$ cat src/rtl/am_insert_module_pkg.sv
// rtl/am_insert_module_pkg.sv - am_pkg: alignment-marker table, sync header and BIP3 block mapping
// Shared between the transmit inserter and the receive-side lock/BIP checker.
package am_pkg;

    localparam int NB_CODED_BLOCK = 66;
    localparam int N_LANES        = 20;
    localparam int NB_LANE_ID     = $clog2(N_LANES);
    localparam int NB_BIP         = 8;
    localparam int NB_AM_MARKERS  = 24;

    localparam logic [1:0] CTRL_SH = 2'b10;

    typedef enum logic {
        AM_SLOT = 1'b0,
        DATA    = 1'b1
    } am_state_t;

    // {M0, M1, M2} per lane; M4..M6 are the bitwise complements
    localparam logic [NB_AM_MARKERS-1:0] AM_TABLE [N_LANES] = '{
        24'hC16821, 24'h9D718E, 24'h594BE8, 24'h4D957B, 24'hF50709,
        24'hDD14C2, 24'h9A4A26, 24'h7B4566, 24'hA02476, 24'h68C9FB,
        24'hFD6C99, 24'hB99155, 24'h5CB9B2, 24'h1AF8BD, 24'h83C7CA,
        24'h3536CD, 24'hC4314C, 24'hADD6B7, 24'h5F662A, 24'hC0F0E5
    };

    // Payload bit p (p >= 2) lands on BIP[(p-2) mod 8], which is bit (7-k) of every payload byte.
    function automatic logic [NB_BIP-1:0] bip3_of_block(input logic [NB_CODED_BLOCK-1:0] blk);
        logic [7:0]        col;
        logic [NB_BIP-1:0] bip;
        col = '0;
        for (int j = 0; j < 8; j++) begin
            col = col ^ blk[63-8*j -: 8];
        end
        for (int k = 0; k < NB_BIP; k++) begin
            bip[k] = col[7-k];
        end
        bip[3] = bip[3] ^ blk[65];
        bip[4] = bip[4] ^ blk[64];
        return bip;
    endfunction

endpackage

$ cat src/rtl/am_insert_module_tx_bip_accumulator.sv
// rtl/am_insert_module_tx_bip_accumulator.sv - running BIP3 over transmitted blocks, seedable from an AM
module tx_bip_accumulator
    import am_pkg::*;
(
    input  logic                      i_clock,
    input  logic                      i_reset,
    input  logic                      i_enable,
    input  logic [NB_CODED_BLOCK-1:0] i_data,
    input  logic                      i_accumulate,
    input  logic                      i_seed,
    output logic [NB_BIP-1:0]         o_bip3
);

    logic [NB_BIP-1:0] block_bip;

    assign block_bip = bip3_of_block(i_data);

    // Seeding restarts the span with the AM just sent rather than clearing it.
    always_ff @(posedge i_clock) begin
        if (i_reset) begin
            o_bip3 <= '0;
        end else if (i_enable) begin
            if (i_seed) begin
                o_bip3 <= block_bip;
            end else if (i_accumulate) begin
                o_bip3 <= o_bip3 ^ block_bip;
            end
        end
    end

endmodule

$ cat src/rtl/am_insert_module.sv
// rtl/am_insert_module.sv - per-lane alignment-marker inserter with BIP3/BIP7 generation
// Optional: define AM_INSERT_BIP_ERR_INJECT_EN to add i_rf_bip_err_inject.
module am_insert_module #(
    parameter int NB_CODED_BLOCK = 66,
    parameter int N_LANES        = 20,
    parameter int NB_LANE_ID     = $clog2(N_LANES),
    parameter int NB_AM_PERIOD   = 16,
    parameter int NB_BIP         = 8
) (
    input  logic                      i_clock,
    input  logic                      i_reset,
    input  logic                      i_rf_enable,
    input  logic                      i_valid,
    input  logic [NB_CODED_BLOCK-1:0] i_data,
    input  logic [NB_LANE_ID-1:0]     i_lane_id,
    input  logic [NB_AM_PERIOD-1:0]   i_rf_am_period,
`ifdef AM_INSERT_BIP_ERR_INJECT_EN
    input  logic                      i_rf_bip_err_inject,
`endif
    output logic                      o_ready,
    output logic [NB_CODED_BLOCK-1:0] o_data,
    output logic                      o_valid,
    output logic                      o_am_inserted
);
    import am_pkg::*;

    logic                      slot;
    am_state_t                 state;
    am_state_t                 state_next;
    logic [NB_AM_PERIOD-1:0]   count;
    logic [NB_AM_PERIOD-1:0]   count_next;
    logic [NB_AM_PERIOD-1:0]   period_eff;
    logic [NB_LANE_ID-1:0]     lane_sel;
    logic [NB_AM_MARKERS-1:0]  markers;
    logic [NB_BIP-1:0]         acc_bip3;
    logic [NB_BIP-1:0]         bip_flip;
    logic [NB_BIP-1:0]         tx_bip3;
    logic [NB_BIP-1:0]         tx_bip7;
    logic [NB_CODED_BLOCK-1:0] am_clean;
    logic [NB_CODED_BLOCK-1:0] am_tx;
    logic [NB_CODED_BLOCK-1:0] acc_data;

    assign slot       = i_valid && i_rf_enable;
    assign period_eff = (i_rf_am_period == '0) ? {{(NB_AM_PERIOD-1){1'b0}}, 1'b1} : i_rf_am_period;
    assign o_ready    = (state == DATA);

`ifdef AM_INSERT_BIP_ERR_INJECT_EN
    assign bip_flip = {{(NB_BIP-1){1'b0}}, i_rf_bip_err_inject};
`else
    assign bip_flip = '0;
`endif

    // Out-of-range lane ids fall back to the lane 0 marker.
    assign lane_sel = (32'(i_lane_id) < N_LANES) ? i_lane_id : '0;
    assign markers  = AM_TABLE[lane_sel];
    assign tx_bip3  = acc_bip3 ^ bip_flip;
    assign tx_bip7  = ~acc_bip3 ^ bip_flip;
    assign am_clean = {CTRL_SH, markers, acc_bip3, ~markers, ~acc_bip3};
    assign am_tx    = {CTRL_SH, markers, tx_bip3, ~markers, tx_bip7};

    // The clean AM seeds the accumulator so an injected error costs exactly one BIP mismatch downstream.
    assign acc_data = (state == AM_SLOT) ? am_clean : i_data;

    tx_bip_accumulator u_bip_acc (
        .i_clock      (i_clock),
        .i_reset      (i_reset),
        .i_enable     (i_rf_enable),
        .i_data       (acc_data),
        .i_accumulate (slot && (state == DATA)),
        .i_seed       (slot && (state == AM_SLOT)),
        .o_bip3       (acc_bip3)
    );

    // Comparing with >= lets a lowered period force the AM without waiting for a wrap.
    always_comb begin
        state_next = state;
        count_next = count;
        if (i_rf_enable) begin
            case (state)
                AM_SLOT: begin
                    if (i_valid) begin
                        count_next = '0;
                        state_next = DATA;
                    end
                end
                DATA: begin
                    if (i_valid) begin
                        count_next = count + 1'b1;
                    end
                    if (count_next >= period_eff) begin
                        state_next = AM_SLOT;
                    end
                end
                default: state_next = AM_SLOT;
            endcase
        end
    end

    always_ff @(posedge i_clock) begin
        if (i_reset) begin
            state         <= AM_SLOT;
            count         <= '0;
            o_data        <= '0;
            o_valid       <= 1'b0;
            o_am_inserted <= 1'b0;
        end else begin
            state         <= state_next;
            count         <= count_next;
            o_valid       <= slot;
            o_am_inserted <= slot && (state == AM_SLOT);
            if (slot) begin
                o_data <= (state == AM_SLOT) ? am_tx : i_data;
            end
        end
    end

endmodule

$ cat config.mk
export PLATFORM = sky130hd
export DESIGN_NAME = am_insert_module
export DESIGN_NICKNAME = d
export VERILOG_FILES = /design/src/rtl/am_insert_module_pkg.sv /design/src/rtl/am_insert_module_tx_bip_accumulator.sv /design/src/rtl/am_insert_module.sv
export SDC_FILE = /design/constraint.sdc
export NUM_CORES = 1
export LEC_CHECK = 0
export CORE_MARGIN = 2
export CORE_UTILIZATION = 30
export DETAILED_ROUTE_END_ITERATION = 6
export DONT_BUFFER_PORTS = 1
export PLACE_DENSITY_LB_ADDON = 0.12
export SYNTH_ARGS = -nofsm -noshare
export SYNTH_HDL_FRONTEND = slang
export SYNTH_SLANG_ARGS = --single-unit
export TNS_END_PERCENT = 50
$ cat constraint.sdc
create_clock -name i_clock -period 6.6 [get_ports i_clock]
set_input_delay 0.33 -clock i_clock [delete_from_list [all_inputs] [get_ports i_clock]]
set_output_delay 0.33 -clock i_clock [all_outputs]
set_load 0.01 [all_outputs]
==> flow_summary.ini, run 1 <==
[critical_path]
r2r.worst_path.cells = 11
critPathLaunchType = flip-flop
endpoint_kind = flip-flop
cp.arrival_ps = 3460
slowest_delay_ps = 470
r2r-start = count[0]
criticalPathCategory = reg2reg
crit_slowest_cell = a221oi_1
path_cells = ha_1 -> nand2_1 -> nor2_1 -> nand3_1 -> xnor2_1 -> ha_1 -> a2111oi_0 -> o21ai_0 -> a221oi_1 -> o21ai_0 -> a311oi_1
r2r_slack_ps = 3390
reg2reg_to = o_ready
critPathMaxFanout = 7
cp.buffers_inverters = 0
crit_required_ps = 6850
cpLargestDelayFamily = compound AO/OA/AOI/OAI gates

[clocking]
cts_buffer_depth = 2
path_clk_slew_ps = 80
cts_tree = yes
post_cts_buffers = 0
cts_resized = 0
insertion_delay_ps = 350
clock-root-buffer = clkbuf_16
htreeDepth = 3
cts_sinks = 93
cts_buffers = 9
postCtsHoldBufs = 0

[finish]
n_antenna_cell = 0
finalNetCount = 875
area_delta_synth_final_pct = 7.027
layout-drive-gt1-share_pct = 4.581
nFillCells = 2194
final_util_pct = 32.60
final_common_cell = nor2_1
layout_common_cells = nor2_1 (133), dfxtp_1 (92), a21oi_1 (79), xnor2_1 (54), nand2_1 (44)

[global_route]
grt_util_all_layers_pct = 20.06
grt_pass1_wl_mm = 33.47
grt_antenna_before_repair = 0
grt_max_degree = 95
first_global_vias = 5481
grt_overflow = 0

[timing]
slew_headroom_pct = 39.50
period_share_pct = 48.64
fmax_mhz = 311.5
setup_viol = 0
tightest_slew_ps = 896.1
post-route-min-period_ps = 3210
setup_tns_ps = 0
fin_ws_ps = 3390
grt_setup_unrepaired = false
hold_viol = 0
fin_worst_skew_ps = 8.911
final_max_slew_viol_count = 0

[outcome]
status = finished, final reports clean

[floorplan]
rows = 52
ios = 160
core_region_area_um2 = 20170
design.die.area_um2 = 21640
die_x_um = 147.1
start_util_pct = 30.46
die_h_um = 147.1

[power]
leakagePower_nw = 2.444
p_per_area_nw_per_um2 = 226.7
irDropWorstVdd_v = 0.0001513
power_w = 0.001490

[logic_synthesis]
synth_async_sr_flop_share_pct = 0
synth_seq_cells = 93
synth_seq_area_share_pct = 30.31
syn_nets = 922
yosysUniqueCellTypes = 62
syn-cell-area_um2 = 6143
synth_cells = 806
synth-edff-count = 0
yosys_most_used_dff = dfxtp_1
synth.avg_cell_area_um2 = 7.622
ys_warn_count = 0

[placement]
dpl.hpwl_mm = 15.94
io_buffers = 0
gp_congestion = 0.8612
place_ws_ps = 3127

[route]
vias = 5662
detail-route-antenna-nets = 0
first_pass_iters = 6
wl_mm = 22.10
remaining_drc_errors = 0
wl_per_cell_um = 21.37
drt_iter0_drc = 419
post_drt_via_cell_ratio = 5.476

[min_path]
whs_path_depth = 1
hold_class = in2reg
hold_end = o_data[28]
hold_start = i_reset

[job]
cap_viol_max_count = 0
## cells by family after synthesis
kind of cell,Yosys count,synth area share [%]
simple gates,281,20.65
buf+inv,87,5.662
fa+ha+maj,25,5.092
compound gates,235,25.30
flops,93,30.31
mux,14,2.403
xor+xnor,71,10.59
## per-stage QoR
stage / hold WS, ps / instances / cell area [µm²]
3_5_place_dp: 408.7 / 1018 / 6265
2_1_floorplan: 466.1 / 806 / 6143
3_3_place_gp: 402.4 / 1018 / 6265
4_1_cts: 36.61 / 1034 / 6575
5_1_grt: 35.30 / 1034 / 6575
6_report: 45.35 / 1034 / 6575
## area by class of cell
class	count	area (µm²)	share of cell area (%)
sequential	93	1866	28.37
multi-input combinational	626	3938	59.89
inverter	25	93.84	1.427
clock buffer	11	242.7	3.692
tap	270	337.8	5.138
timing repair buffer	4	30.03	0.4567
clock inverter	5	67.56	1.028
## worst max-delay path by stage
stage / slack (ps) / from / endpoint / cells past startpoint
global route: 3070 / count[0] / o_ready / 11
global placement: 3220 / i_lane_id[3] / u_bip_acc.o_bip3[6] / 11
detailed placement: 3130 / i_lane_id[3] / u_bip_acc.o_bip3[6] / 11
finish: 3390 / count[0] / o_ready / 11
floorplan: 3550 / i_lane_id[3] / u_bip_acc.o_bip3[6] / 12
CTS: 3460 / count[0] / o_ready / 11
## per-layer routing
layer / share of wire [%] / global-route usage, % / up-vias
met5: 0 / 0 / -
met4: 1.5 / 5.048 / 0
met3: 8.3 / 5.901 / 18
met2: 47 / 32.62 / 179
met1: 44 / 26.17 / 2692
li1: - / - / 2773
## flip-flops by register name, summed over array words and instances (netlist names)
name,count
count,16
o_am_inserted,1
o_data,66
o_ready,1
o_valid,1
u_bip_acc.o_bip3,8
## where the power goes
| part | internal (W) | switching (W) | leakage [nW] | total [W] |
|---|---|---|---|---|
| sequential | 0.000592 | 0.0000454 | 0.762 | 0.000637 |
| clock | 0.000311 | 0.000250 | 0.152 | 0.000560 |
| combinational | 0.000127 | 0.000166 | 1.53 | 0.000293 |
| total | 0.00103 | 0.000461 | 2.44 | 0.00149 |
## cell usage after synthesis (6+ instances only)
| master | n | area (µm²) |
|---|---|---|
| inv_1 | 24 | 90.09 |
| a211oi_1 | 42 | 315.3 |
| mux2i_1 | 11 | 110.1 |
| a22oi_1 | 10 | 75.07 |
| a21oi_1 | 79 | 395.4 |
| dfxtp_1 | 93 | 1862 |
| nand2_1 | 45 | 168.9 |
| xor2_1 | 15 | 131.4 |
| nor2b_1 | 6 | 37.54 |
| ha_1 | 25 | 312.8 |
| nand2b_1 | 10 | 62.56 |
| o21ai_0 | 32 | 160.2 |
| xnor2_1 | 54 | 473.0 |
| nor2_1 | 133 | 499.2 |
| a21o_1 | 7 | 52.55 |
| nand3_1 | 16 | 80.08 |
| nor3_1 | 41 | 205.2 |
| buf_1 | 12 | 45.04 |
| clkbuf_1 | 43 | 161.4 |
| o211ai_1 | 16 | 120.1 |
Power figures use the tool's default switching activity.
==> run 2, diff against run 1 <==
--- a/config.mk
+++ b/config.mk
@@ -5,6 +5,7 @@
 export SDC_FILE = /design/constraint.sdc
 export NUM_CORES = 1
 export LEC_CHECK = 0
+export ABC_AREA = 1
 export CORE_MARGIN = 2
 export CORE_UTILIZATION = 30
 export DETAILED_ROUTE_END_ITERATION = 6
==> constraint.sdc (replaced) <==
create_clock -name i_clock -period 2.6 [get_ports i_clock]
set_input_delay 0.13 -clock i_clock [delete_from_list [all_inputs] [get_ports i_clock]]
set_output_delay 0.13 -clock i_clock [all_outputs]
set_load 0.01 [all_outputs]
==> flow_summary.ini, run 2 <==
[outcome]
status = finished, violations left
violations = negative hold slack, negative setup slack

[logic_synthesis]
synth-edff-count = 0
yosys.cell_count.top_type = nand2_1
synth.avg_cell_area_um2 = 6.097
synth_top_area_share_pct = 28.78
syn_nets = 1177
synth_area_leader_cell = dfxtp_1
synth_seq_area_share_pct = 28.78
synth_seq_cells = 93
ys_warn_count = 0
synth_async_sr_flop_share_pct = 0
yosys_most_used_dff = dfxtp_1
synth_cells = 1061
yosysUniqueCellTypes = 40
syn-cell-area_um2 = 6469
synthTopCellsByCount = nand2_1 (324), inv_1 (134), dfxtp_1 (93)
synthTopCellsByArea = dfxtp_1 (29%), nand2_1 (19%), inv_1 (7.8%)

[floorplan]
die_x_um = 150.8
ios = 160
die_h_um = 150.8
core_region_area_um2 = 21090
start_util_pct = 30.68
design.die.area_um2 = 22750
rows = 53

[finish]
finalInstanceArea_um2 = 7553
top_register = o_data
area.sequential_um2 = 1872
final_common_cell = nand2_1
layout_common_cells = nand2_1 (324), inv_1 (131), dfxtp_1 (89), o21ai_0 (82), nor2_1 (74)
largest_reg_flops = 66
area_delta_synth_final_pct = 16.77
finalNetCount = 1196
nFillCells = 2384
top_regs = o_data: 66 flops, count: 16 flops, u_bip_acc.o_bip3: 8 flops
final_util_pct = 35.82
layout-drive-gt1-share_pct = 11.24
multiInputGateArea_um2 = 4015

[clocking]
clock-root-buffer = clkbuf_16
path_clk_slew_ps = 80
cts_buffer_depth = 2
postCtsHoldBufs = 10
htreeDepth = 3
cts_buffers = 9
cts_tree = yes
insertion_delay_ps = 370
cts_sinks = 93

[route]
wl_mm = 23.61
remaining_drc_errors = 0
first_pass_iters = 5
wl_per_cell_um = 17.33
vias = 6665
drt_iter0_drc = 294
post_drt_via_cell_ratio = 4.894
detail-route-antenna-nets = 0

[placement]
place_area_um2 = 6930
dpl.hpwl_mm = 18.15
place_ws_ps = -196.0
io_buffers = 0
gp_congestion = 0.9432

[critical_path]
cp.buffers_inverters = 2
critPathLaunchType = flip-flop
path_cells = ha_4 -> nand4_1 -> nor2_1 -> nand2_1 -> nor2_2 -> inv_2 -> nor3_4 -> nand4_1 -> xnor2_2 -> ha_1 -> nand2_1 -> inv_1 -> nand3_2 -> nor3_2 -> nand2_1 -> nand3_1 -> nand2_1 -> nand2_1 -> a21oi_2
cp.arrival_ps = 2900
cpLargestDelayFamily = simple AND/OR/NAND/NOR gates
cp_common_cell = nand2_1
critPathMaxFanout = 3
slowest_delay_ps = 370
crit_slowest_cell = dfxtp_4
endpoint_kind = flip-flop
crit_required_ps = 2860
criticalPathCategory = reg2reg

[min_path]
hold_class = in2reg

[timing]
grt_setup_unrepaired = true
fin_ws_ps = -46.06
slew_headroom_pct = 50.10
final_max_slew_viol_count = 0
period_share_pct = 101.8
tightest_slew_ps = 745.7
hold_viol = 1
fin_worst_skew_ps = 18.56
hold-worst-slack_ps = -65.22
post-route-min-period_ps = 2646
setup_viol = 1
fmax_mhz = 377.9

[global_route]
grt_overflow = 0
grt_max_degree = 49
grt_antenna_before_repair = 4
grt_pass1_wl_mm = 36.29
first_global_vias = 6430
grt_util_all_layers_pct = 21.10

[power]
leakagePower_nw = 3.793
irDropWorstVdd_v = 0.0003445
p_per_area_nw_per_um2 = 586.4

[job]
cap_viol_max_count = 0
run 2: cell types whose count changed after synthesis, moves of 15 or more:
cell      change
nand2_1     +279
inv_1       +110
nand3_1      +58
nor2_1       -57
o21ai_0      +52
xnor2_1      -46
a211oi_1     -41
nor3_1       -37
clkbuf_1     -18
or2_2        +15
run 2: report_power, final:
group,internal [W],total [W],switching [W],leakage [nW]
Clock,0.000855,0.00151,0.000660,0.158
Combinational,0.000431,0.00129,0.000856,2.87
Sequential,0.00152,0.00163,0.000109,0.766
Total,0.00280,0.00443,0.00162,3.79
run 2: repair_timing:
action                                  in CTS  in global routing
setup buffers                                2                  5
endpoints found under the hold margin       41                  1
endpoints found under the setup margin       1                  1
resized for setup                            6                 24
cloned                                       0                  0
pin swaps                                    6                 14
run 2: metal layers:
metal  part of all wire [%]  track usage [%]  vias to the layer above  wire [µm]
met2                     44            33.41                      176      10440
met4                    2.4            6.822                        4        558
met1                     45            27.48                     3003      10720
li1                       -                -                     3445          -
met5                   0.10                0                        -         24
met3                    7.9            6.386                       37       1874
run 2: path summary, 6_finish.rpt:
kind	startpoint	endpoint	slack, ps	depth (start not counted)
setup / recovery	count[0]	o_ready	-50	19
hold / removal	i_rf_enable	o_ready	-70	3
setup reg to reg	count[0]	o_ready	-50	19
hold reg to reg	count[8]	count[8]	470	2
run 2: logic make-up (layout without fill, tap and decap cells):
group,count (synthesis),in the layout,synth area share [%]
xor gates and xnor gates,23,23,3.346
other,0,2,0
DFF,93,93,28.78
adders and majority gates,25,25,4.836
buffers and inverters,185,209,11.18
AOI/OAI and AO/OA,195,195,16.00
and+or+nand+nor,540,540,35.86
run 2: final cells by class:
type | instances | area share [%]
Timing Repair Buffer | 53 | 6.228
Sequential cell | 93 | 24.78
Tap cell | 275 | 4.555
Antenna cell | 2 | 0.06626
Multi-Input combinational cell | 783 | 53.16
Inverter | 140 | 6.974
Clock buffer | 10 | 3.031
Clock inverter | 6 | 1.209
run 2: through the flow:
| stage | total power (W) | hold slack [ps] | cells | setup TNS [ps] |
|---|---|---|---|---|
| after detailed placement | 0.002930 | 204.3 | 1327 | -196.0 |
| final | 0.004429 | -65.22 | 1362 | -46.06 |
| after global routing | 0.004735 | -29.18 | 1361 | -308.8 |
| after CTS | 0.004472 | -83.09 | 1355 | -146.1 |
| after floorplan | 0.002578 | 292.4 | 1061 | 0 |
| after global placement | 0.002922 | 197.8 | 1327 | -179.5 |
run 2: worst min-delay path: stages:
cell,delay (ps)
nand2_1,30
nand2_1,60
a21oi_2,50
==> run 3, diff against run 2 <==
--- a/config.mk
+++ b/config.mk
@@ -6,11 +6,14 @@
 export NUM_CORES = 1
 export LEC_CHECK = 0
 export ABC_AREA = 1
+export CAP_MARGIN = 30
 export CORE_MARGIN = 2
 export CORE_UTILIZATION = 30
 export DETAILED_ROUTE_END_ITERATION = 6
 export DONT_BUFFER_PORTS = 1
+export HOLD_SLACK_MARGIN = 0.05
 export PLACE_DENSITY_LB_ADDON = 0.12
+export SETUP_SLACK_MARGIN = 0.2
 export SYNTH_ARGS = -nofsm -noshare
 export SYNTH_HDL_FRONTEND = slang
 export SYNTH_SLANG_ARGS = --single-unit
==> flow_summary.ini, run 3 (synthesis results as in run 2) <==
[critical_path]
cp.buffers_inverters = 2
criticalPathCategory = reg2reg
cpLargestDelayFamily = simple AND/OR/NAND/NOR gates
endpoint_kind = flip-flop
critPathMaxFanout = 3
crit_required_ps = 2850
cp.arrival_ps = 2930
slowest_delay_ps = 370
crit_slowest_cell = dfxtp_4
path_cells = nand2_4 -> nor3_4 -> nand3_2 -> nand3b_1 -> nor3b_2 -> nand3_2 -> nor2_4 -> xnor2_2 -> inv_2 -> ha_4 -> nand2_2 -> inv_2 -> nand3_4 -> nor3_4 -> nand2_1 -> nand3_2 -> nand2_1 -> nand2_1 -> a21oi_1
critPathLaunchType = flip-flop

[clocking]
cts_sinks = 93
cts_tree = yes
path_clk_slew_ps = 80
postCtsHoldBufs = 23
htreeDepth = 3
insertion_delay_ps = 360
clock-root-buffer = clkbuf_16
cts_buffers = 9
cts_buffer_depth = 2

[finish]
layout_common_cells = nand2_1 (322), inv_1 (130), dfxtp_1 (89), o21ai_0 (82), a21oi_1 (74)
layout-drive-gt1-share_pct = 11.46
area.sequential_um2 = 1872
finalNetCount = 1210
largest_reg_flops = 66
final_common_cell = nand2_1
area_delta_synth_final_pct = 19.11
top_register = o_data
top_regs = o_data: 66 flops, count: 16 flops, u_bip_acc.o_bip3: 8 flops
nFillCells = 2359
finalInstanceArea_um2 = 7705
multiInputGateArea_um2 = 4034

[power]
irDropWorstVdd_v = 0.0002876
leakagePower_nw = 3.892
power_w = 0.004429
p_per_area_nw_per_um2 = 574.8

[placement]
io_buffers = 0
gp_congestion = 0.9319
place_area_um2 = 6975
dpl.hpwl_mm = 18.23

[floorplan]
rows = 53
core_region_area_um2 = 21090
die_h_um = 150.8
ios = 160
design.die.area_um2 = 22750
start_util_pct = 30.68
die_x_um = 150.8

[timing]
final_max_slew_viol_count = 0
fmax_mhz = 371.8
setup_viol = 1
tightest_slew_ps = 680.4
fin_ws_ps = -89.50
slew_headroom_pct = 54.47
fin_worst_skew_ps = 9.996
period_share_pct = 103.4
hold_viol = 1
hold-worst-slack_ps = -65.93
post-route-min-period_ps = 2689
setup_tns_ps = -89.50
grt_setup_unrepaired = true

[route]
first_pass_iters = 5
drt_iter0_drc = 402
vias = 6589
wl_per_cell_um = 17.13
remaining_drc_errors = 0
detail-route-antenna-nets = 0
wl_mm = 23.57
post_drt_via_cell_ratio = 4.789

[global_route]
grt_overflow = 0
grt_pass1_wl_mm = 35.78
grt_antenna_before_repair = 4
grt_max_degree = 77
first_global_vias = 6264
grt_util_all_layers_pct = 20.84

[job]
cap_viol_max_count = 0

[min_path]
hold_class = in2reg

[outcome]
status = finished, violations left
violations = negative hold slack, negative setup slack
-- run 3: cell count changes in the layout (fill, tap and decap cells not counted), moves of 2 or more --
| cell | change |
|---|---|
| ha_4 | -2 |
| inv_2 | +2 |
| nand2_1 | -2 |
| xnor2_2 | +2 |
| a21oi_1 | +4 |
| inv_6 | -2 |
| xnor2_1 | -2 |
| o21ai_2 | +2 |
| dlygate4sd3_1 | +13 |
| ha_1 | +2 |
| a21oi_2 | -4 |
| o21ai_1 | -2 |
-- run 3: where the power goes --
part / switching, W / internal (W)
clock: 0.000625 / 0.000849
sequential: 0.000110 / 0.00152
combinational: 0.000863 / 0.000461
-- run 3: timing repair --
item                       CTS  global route
setup endpoints to repair    1             6
cloned                       0             0
gates resized for setup     14            22
hold endpoints to repair    51             1
setup buffers                1             1
pin swaps                    7            14
-- run 3: metal layers --
layer  routed length [µm]  track usage [%]  share of wire (%)  up-vias
met5                    0                0                  0        -
met4                  242            5.047                1.0        0
met3                 1825            5.723                7.7       13
met2                10750            34.02                 46      169
met1                10760            27.34                 46     2934
li1                     -                -                  -     3473
-- run 3: area by class of cell --
type / count / area share, %
Inverter: 140 / 6.837
Tap cell: 275 / 4.466
Multi-Input combinational cell: 783 / 52.35
Clock buffer: 11 / 3.020
Antenna cell: 2 / 0.06496
Sequential cell: 93 / 24.29
Timing Repair Buffer: 67 / 7.892
Clock inverter: 5 / 1.072
-- run 3: final timing paths --
| check | startpoint | to | slack [ps] | cells past startpoint |
|---|---|---|---|---|
| setup / recovery | count[0] | o_ready | -90 | 19 |
| hold / removal | i_rf_enable | o_ready | -70 | 3 |
| setup reg to reg | count[0] | o_ready | -90 | 19 |
| hold reg to reg | count[8] | count[8] | 460 | 2 |
-- run 3: through the flow --
| stage | utilization, % | hold slack (ps) | cells | worst slack, ps |
|---|---|---|---|---|
| finish | 36.54 | -65.93 | 1376 | -89.50 |
| global route | 36.51 | -47.90 | 1374 | -377.5 |
| CTS | 36.04 | -70.66 | 1373 | -91.73 |
| detailed placement | 33.08 | 206.3 | 1333 | -215.1 |
| global placement | 33.08 | 199.8 | 1333 | -194.6 |
| floorplan | - | 292.4 | 1061 | 31.12 |
-- run 3: tightest hold or removal path, delay by kind of cell --
family | cells | cell delay, ps
AO/OA/AOI/OAI | 1 | 50
AND/OR/NAND/NOR | 2 | 80
